$ cat src/rtl/pipeline_ctrl_pkg.sv
// Shared types and widths for the pipeline hazard/halt controller.
package pipeline_ctrl_pkg;

  localparam int unsigned CNT_W = 32;
  localparam int unsigned REG_W = 5;

  typedef enum logic [1:0] {
    RUN   = 2'd0,
    DRAIN = 2'd1,
    HALT  = 2'd2
  } state_t;

endpackage

$ cat src/rtl/sat_counter.sv
// Up-counter that sticks at all-ones instead of wrapping.
module sat_counter #(
  parameter int unsigned WIDTH = 32
) (
  input  logic             clk,
  input  logic             rst,
  input  logic             inc,
  output logic [WIDTH-1:0] count
);

  always_ff @(posedge clk) begin
    if (rst) begin
      count <= '0;
    end else if (inc && (count != {WIDTH{1'b1}})) begin
      count <= count + WIDTH'(1);
    end
  end

endmodule

$ cat src/rtl/pipeline_ctrl.sv
// Stall/flush/halt controller for a 5-stage pipeline with performance counters.
module pipeline_ctrl
  import pipeline_ctrl_pkg::*;
(
  input  logic             clk,
  input  logic             rst,
  input  logic [REG_W-1:0] id_rs,
  input  logic [REG_W-1:0] id_rt,
  input  logic             id_use_rs,
  input  logic             id_use_rt,
  input  logic             id_syscall,
  input  logic             ex_mem_to_reg,
  input  logic             ex_reg_write,
  input  logic [REG_W-1:0] ex_wreg,
  input  logic             ex_redirect,
  input  logic             wb_syscall,
  input  logic             wb_halt_cond,
  input  logic             resume,
  output logic             pc_en,
  output logic             ifid_en,
  output logic             ifid_flush,
  output logic             idex_flush,
  output logic             halted,
  output logic [CNT_W-1:0] cyc_cnt,
  output logic [CNT_W-1:0] stall_cnt,
  output logic [CNT_W-1:0] flush_cnt
);

  state_t state_q;
  state_t state_d;
  state_t cur_state;
  logic   load_use;
  logic   cyc_inc;
  logic   stall_inc;
  logic   flush_inc;

  // Load in EX feeding a register the ID instruction reads; $0 is never a hazard.
  assign load_use = ex_mem_to_reg && ex_reg_write && (ex_wreg != REG_W'(0)) &&
                    ((id_use_rs && (id_rs == ex_wreg)) ||
                     (id_use_rt && (id_rt == ex_wreg)));

  // While reset is asserted the controller behaves as if already in RUN.
  assign cur_state = rst ? RUN : state_q;
  assign cyc_inc   = (state_q != HALT);

  always_ff @(posedge clk) begin
    if (rst) begin
      state_q <= RUN;
    end else begin
      state_q <= state_d;
    end
  end

  always_comb begin
    state_d    = state_q;
    pc_en      = 1'b0;
    ifid_en    = 1'b0;
    ifid_flush = 1'b0;
    idex_flush = 1'b0;
    halted     = 1'b0;
    stall_inc  = 1'b0;
    flush_inc  = 1'b0;
    unique case (cur_state)
      RUN: begin
        state_d = RUN;
        if (ex_redirect) begin
          pc_en      = 1'b1;
          ifid_en    = 1'b1;
          ifid_flush = 1'b1;
          idex_flush = 1'b1;
          flush_inc  = 1'b1;
        end else if (load_use) begin
          idex_flush = 1'b1;
          stall_inc  = 1'b1;
        end else begin
          pc_en   = 1'b1;
          ifid_en = 1'b1;
          if (id_syscall) begin
            state_d = DRAIN;
          end
        end
      end
      DRAIN: begin
        idex_flush = 1'b1;
        if (wb_syscall) begin
          state_d = wb_halt_cond ? HALT : RUN;
        end
      end
      HALT: begin
        idex_flush = 1'b1;
        halted     = 1'b1;
        if (resume) begin
          state_d = RUN;
        end
      end
      default: begin
        state_d = RUN;
      end
    endcase
  end

  sat_counter #(.WIDTH(CNT_W)) u_cyc_cnt (
    .clk   (clk),
    .rst   (rst),
    .inc   (cyc_inc),
    .count (cyc_cnt)
  );

  sat_counter #(.WIDTH(CNT_W)) u_stall_cnt (
    .clk   (clk),
    .rst   (rst),
    .inc   (stall_inc),
    .count (stall_cnt)
  );

  sat_counter #(.WIDTH(CNT_W)) u_flush_cnt (
    .clk   (clk),
    .rst   (rst),
    .inc   (flush_inc),
    .count (flush_cnt)
  );

endmodule
$ cat config.mk
export PLATFORM = sky130hd
export DESIGN_NAME = pipeline_ctrl
export DESIGN_NICKNAME = d
export VERILOG_FILES = /design/src/rtl/pipeline_ctrl_pkg.sv /design/src/rtl/sat_counter.sv /design/src/rtl/pipeline_ctrl.sv
export SDC_FILE = /design/constraint.sdc
export NUM_CORES = 1
export LEC_CHECK = 0
export ABC_AREA = 1
export CAP_MARGIN = 20
export CORE_ASPECT_RATIO = 1.1
export CORE_UTILIZATION = 27
export DETAILED_ROUTE_END_ITERATION = 16
export DONT_BUFFER_PORTS = 1
export SYNTH_ARGS = -nofsm -noshare
export SYNTH_HDL_FRONTEND = slang
export SYNTH_SLANG_ARGS = --single-unit
export TNS_END_PERCENT = 30
$ cat constraint.sdc
create_clock -name clk -period 4.2 [get_ports clk]
set_input_delay 0.84 -clock clk [delete_from_list [all_inputs] [get_ports clk]]
set_output_delay 0.84 -clock clk [all_outputs]
set_load 0.01 [all_outputs]
==> key figures <==
Worst setup path
  – Required @ worst endpoint: 3.36 ns
  – R2R depth: 12
  – Crit path max fanout: 3
  – CP startpoint kind: input port
  – Kind of critical path: in2out
  – CP endpoint kind: primary output
  – CP startpoint: ex_wreg[4]
  – FF-to-FF setup slack: 1.73 ns
  – Critical R2R Launch: u_cyc_cnt.count[0]
  – Reg2reg end: u_cyc_cnt.count[16]
  – Crit path arrival time: 1.72 ns

Layout
  – Area Growth Syn to Fin: 9.23%
  – Nets: 1021
  – Layout cells sized above 1: 0.0383
  – Post-route cell area: 0.00660 mm²
  – ANT cells: 0

Clock network
  – Hold buffers post-CTS: 0
  – H-tree Lvls: 3
  – CTS tree: yes
  – CTS buffer count: 9
  – Post CTS Setup Buffer Count: 0
  – Clock tree buffer depth: 2
  – Skew-Pair Late Insertion Delay: 0.36 ns
  – Clk slew on worst S/H paths: 0.07 ns
  – Post-CTS Resized: 0
  – Clk sinks: 98
  – Clock root cell: clkbuf_16

STA
  – Final Hold Fails: 0
  – Worst-margin pin slew: 1.03 ns
  – Max-slew violation count: 0
  – Period minus WS final: 2.56 ns
  – Crit share post-route: 0.608
  – Setup TNS: 0 ns
  – Clock Skews: 0.0126 ns
  – Setup violations, final: 0
  – Max Fclk: 0.391 GHz
  – RSZ-0062 raised after global routing: no
  – Max_slew headroom: 0.311
  – Setup slack after layout: 1.64 ns

Logic synthesis
  – Cell Area, Synth: 0.00604 mm²
  – Synth cell types: 36
  – Yosys warning total: 0
  – Post-synthesis simple-gate area fraction: 0.462
  – Cells after synthesis: 1001
  – Main flop type after synthesis: dfxtp_1
  – Post-synth EDFFs: 0
  – Post-synthesis mux area share: 0
  – Syn_area_per_cell: 6.04 µm²
  – Sequential area share after synthesis: 0.325
  – Largest family of logic cells by synthesized area: simple AND/OR/NAND/NOR gates
  – Post-Synth Adder-Cell Area: 0.0145
  – Async SR Flop Fraction: 0
  – Syn_nets: 1034
  – Synth Area in XOR/XNOR: 0.0478
  – Flop and latch count out of synthesis: 98
  – Compound-cell area share of the yosys netlist: 0.0667

Floorplanning
  – I/O pins: 127
  – Core Box Area: 0.0220 mm²
  – Die H: 159 µm
  – Die W: 145 µm
  – Die area: 0.0230 mm²
  – Row cnt: 57
  – Initial core utilization: 0.274

Routing
  – Total vias in the final route: 5936
  – DRT Wirelength: 16.7 mm
  – Wirelength per Cell: 13.0 µm
  – DRT iter0 DRCs: 276
  – # DRC: 0
  – Via/cell ratio: 4.61
  – Post-route ant nets: 0
  – Drt pass-1 iters: 4

Global routing
  – GRT overflow: 0
  – Vias in the first global route: 5642
  – Largest net degree at the start of global routing: 56
  – Initial antenna violation count: 0
  – First-pass GRT wire length: 27.7 mm
  – GRT Util Overall: 0.151

Power and ir drop
  – Power Density: 296 mW/mm²
  – Leakage: 2.41 nW
  – Peak supply drop: 167 µV

Placement
  – Detailed placement HPWL: 12.4 mm
  – Count of input and output buffers: 0
  – Post-Place Setup Slack: 1.39 ns
  – Dpl cell area: 0.00627 mm²
  – RePlAce Congestion: 0.900

Hold path
  – HP Start: state_q[1]
  – Worst min path class: reg2reg
  – Hold path cells: 2
  – Hold endpoint: state_q[1]

Run status
  – Status: finished, final reports clean

Flow run
  – MaxCap Viol Count: 0
-- cells by family (layout without fill, tap and decap cells) --
kind of cell	after synthesis	count (layout)
simple gates	663	663
buf+inv	122	114
flops	98	98
compound gates	78	78
xor+xnor	33	33
fa+ha+maj	7	7
-- state kept, by name, indices dropped and copies added, names as in the netlist --
signal / count
u_flush_cnt.count: 32
u_stall_cnt.count: 32
u_cyc_cnt.count: 32
state_q: 2
-- per-stage QoR --
stage | power, mW | utilization | hold WS (ns) | std cells
after floorplan | 1.04 | - | 0.452 | 1001
after global placement | 1.04 | 0.285 | 0.471 | 1272
after detailed placement | 1.05 | 0.285 | 0.472 | 1272
after CTS | 1.99 | 0.300 | 0.484 | 1288
after global routing | 2.03 | 0.300 | 0.521 | 1288
final | 1.96 | 0.300 | 0.477 | 1288
-- final cells by class --
type                            count  area [µm²]
Timing Repair Buffer                1        7.51
Clock inverter                      5        85.1
Multi-Input combinational cell    781        3570
Tap cell                          295         369
Inverter                           97         364
Clock buffer                       11         243
Fill cell                        2426       15400
Sequential cell                    98        1960
-- cell usage in the layout (no fill, tap or decap), types with 4 or more instances in the layout --
cell / synthesis / final
dfxtp_1: 98 / 98
nand2_2: 4 / 4
nor3_1: 34 / 34
nand4_1: 23 / 23
nand2_1: 326 / 326
nor3_2: 4 / 4
inv_2: 5 / 6
ha_1: 7 / 7
a21oi_1: 55 / 55
inv_1: 91 / 91
clkbuf_16: 0 / 9
nand3_1: 50 / 50
o21ai_0: 16 / 16
xnor2_1: 11 / 11
nand3b_1: 9 / 9
nor2_1: 200 / 200
xor2_1: 22 / 22
-- Yosys cell counts, types with 5 or more instances --
master,instances,share of area
a21oi_1,55,0.046
buf_2,6,0.0050
buf_4,6,0.0075
clkbuf_1,10,0.0062
dfxtp_1,98,0.32
ha_1,7,0.014
inv_1,91,0.057
inv_2,5,0.0031
nand2_1,326,0.20
nand3_1,50,0.041
nand3b_1,9,0.011
nand4_1,23,0.024
nor2_1,200,0.12
nor3_1,34,0.028
o21ai_0,16,0.013
xnor2_1,11,0.016
xor2_1,22,0.032
-- how the worst max path moves through the flow --
stage	end	cells past startpoint
finish	idex_flush	10
global route	idex_flush	10
CTS	idex_flush	10
detailed placement	u_stall_cnt.count[29]	11
global placement	u_stall_cnt.count[30]	11
floorplan	pc_en	7
-- critical path: stages --
cell,delay (ns)
inv_1,0.04
nand2_1,0.05
nand2_1,0.05
nor2_1,0.13
nand3_1,0.08
nand2_1,0.12
nand2_1,0.08
nand2_1,0.06
a21oi_1,0.05
nor2_1,0.22
-- routing by layer --
metal,wire (µm),up-vias,global-route usage
met5,0,-,0
met4,291,0,0.0502
met2,8180,140,0.260
li1,-,3136,-
met1,7090,2638,0.174
met3,1200,22,0.0467
-- power by group --
part           switching, mW  leakage [nW]  total (mW)  internal (mW)
Clock                  0.390         0.157       0.933          0.544
Sequential            0.0110         0.790       0.945          0.935
Combinational         0.0546          1.46      0.0763         0.0216
Total                  0.455          2.41        1.96           1.50
Note: power is estimated with default switching activity, not from simulation.
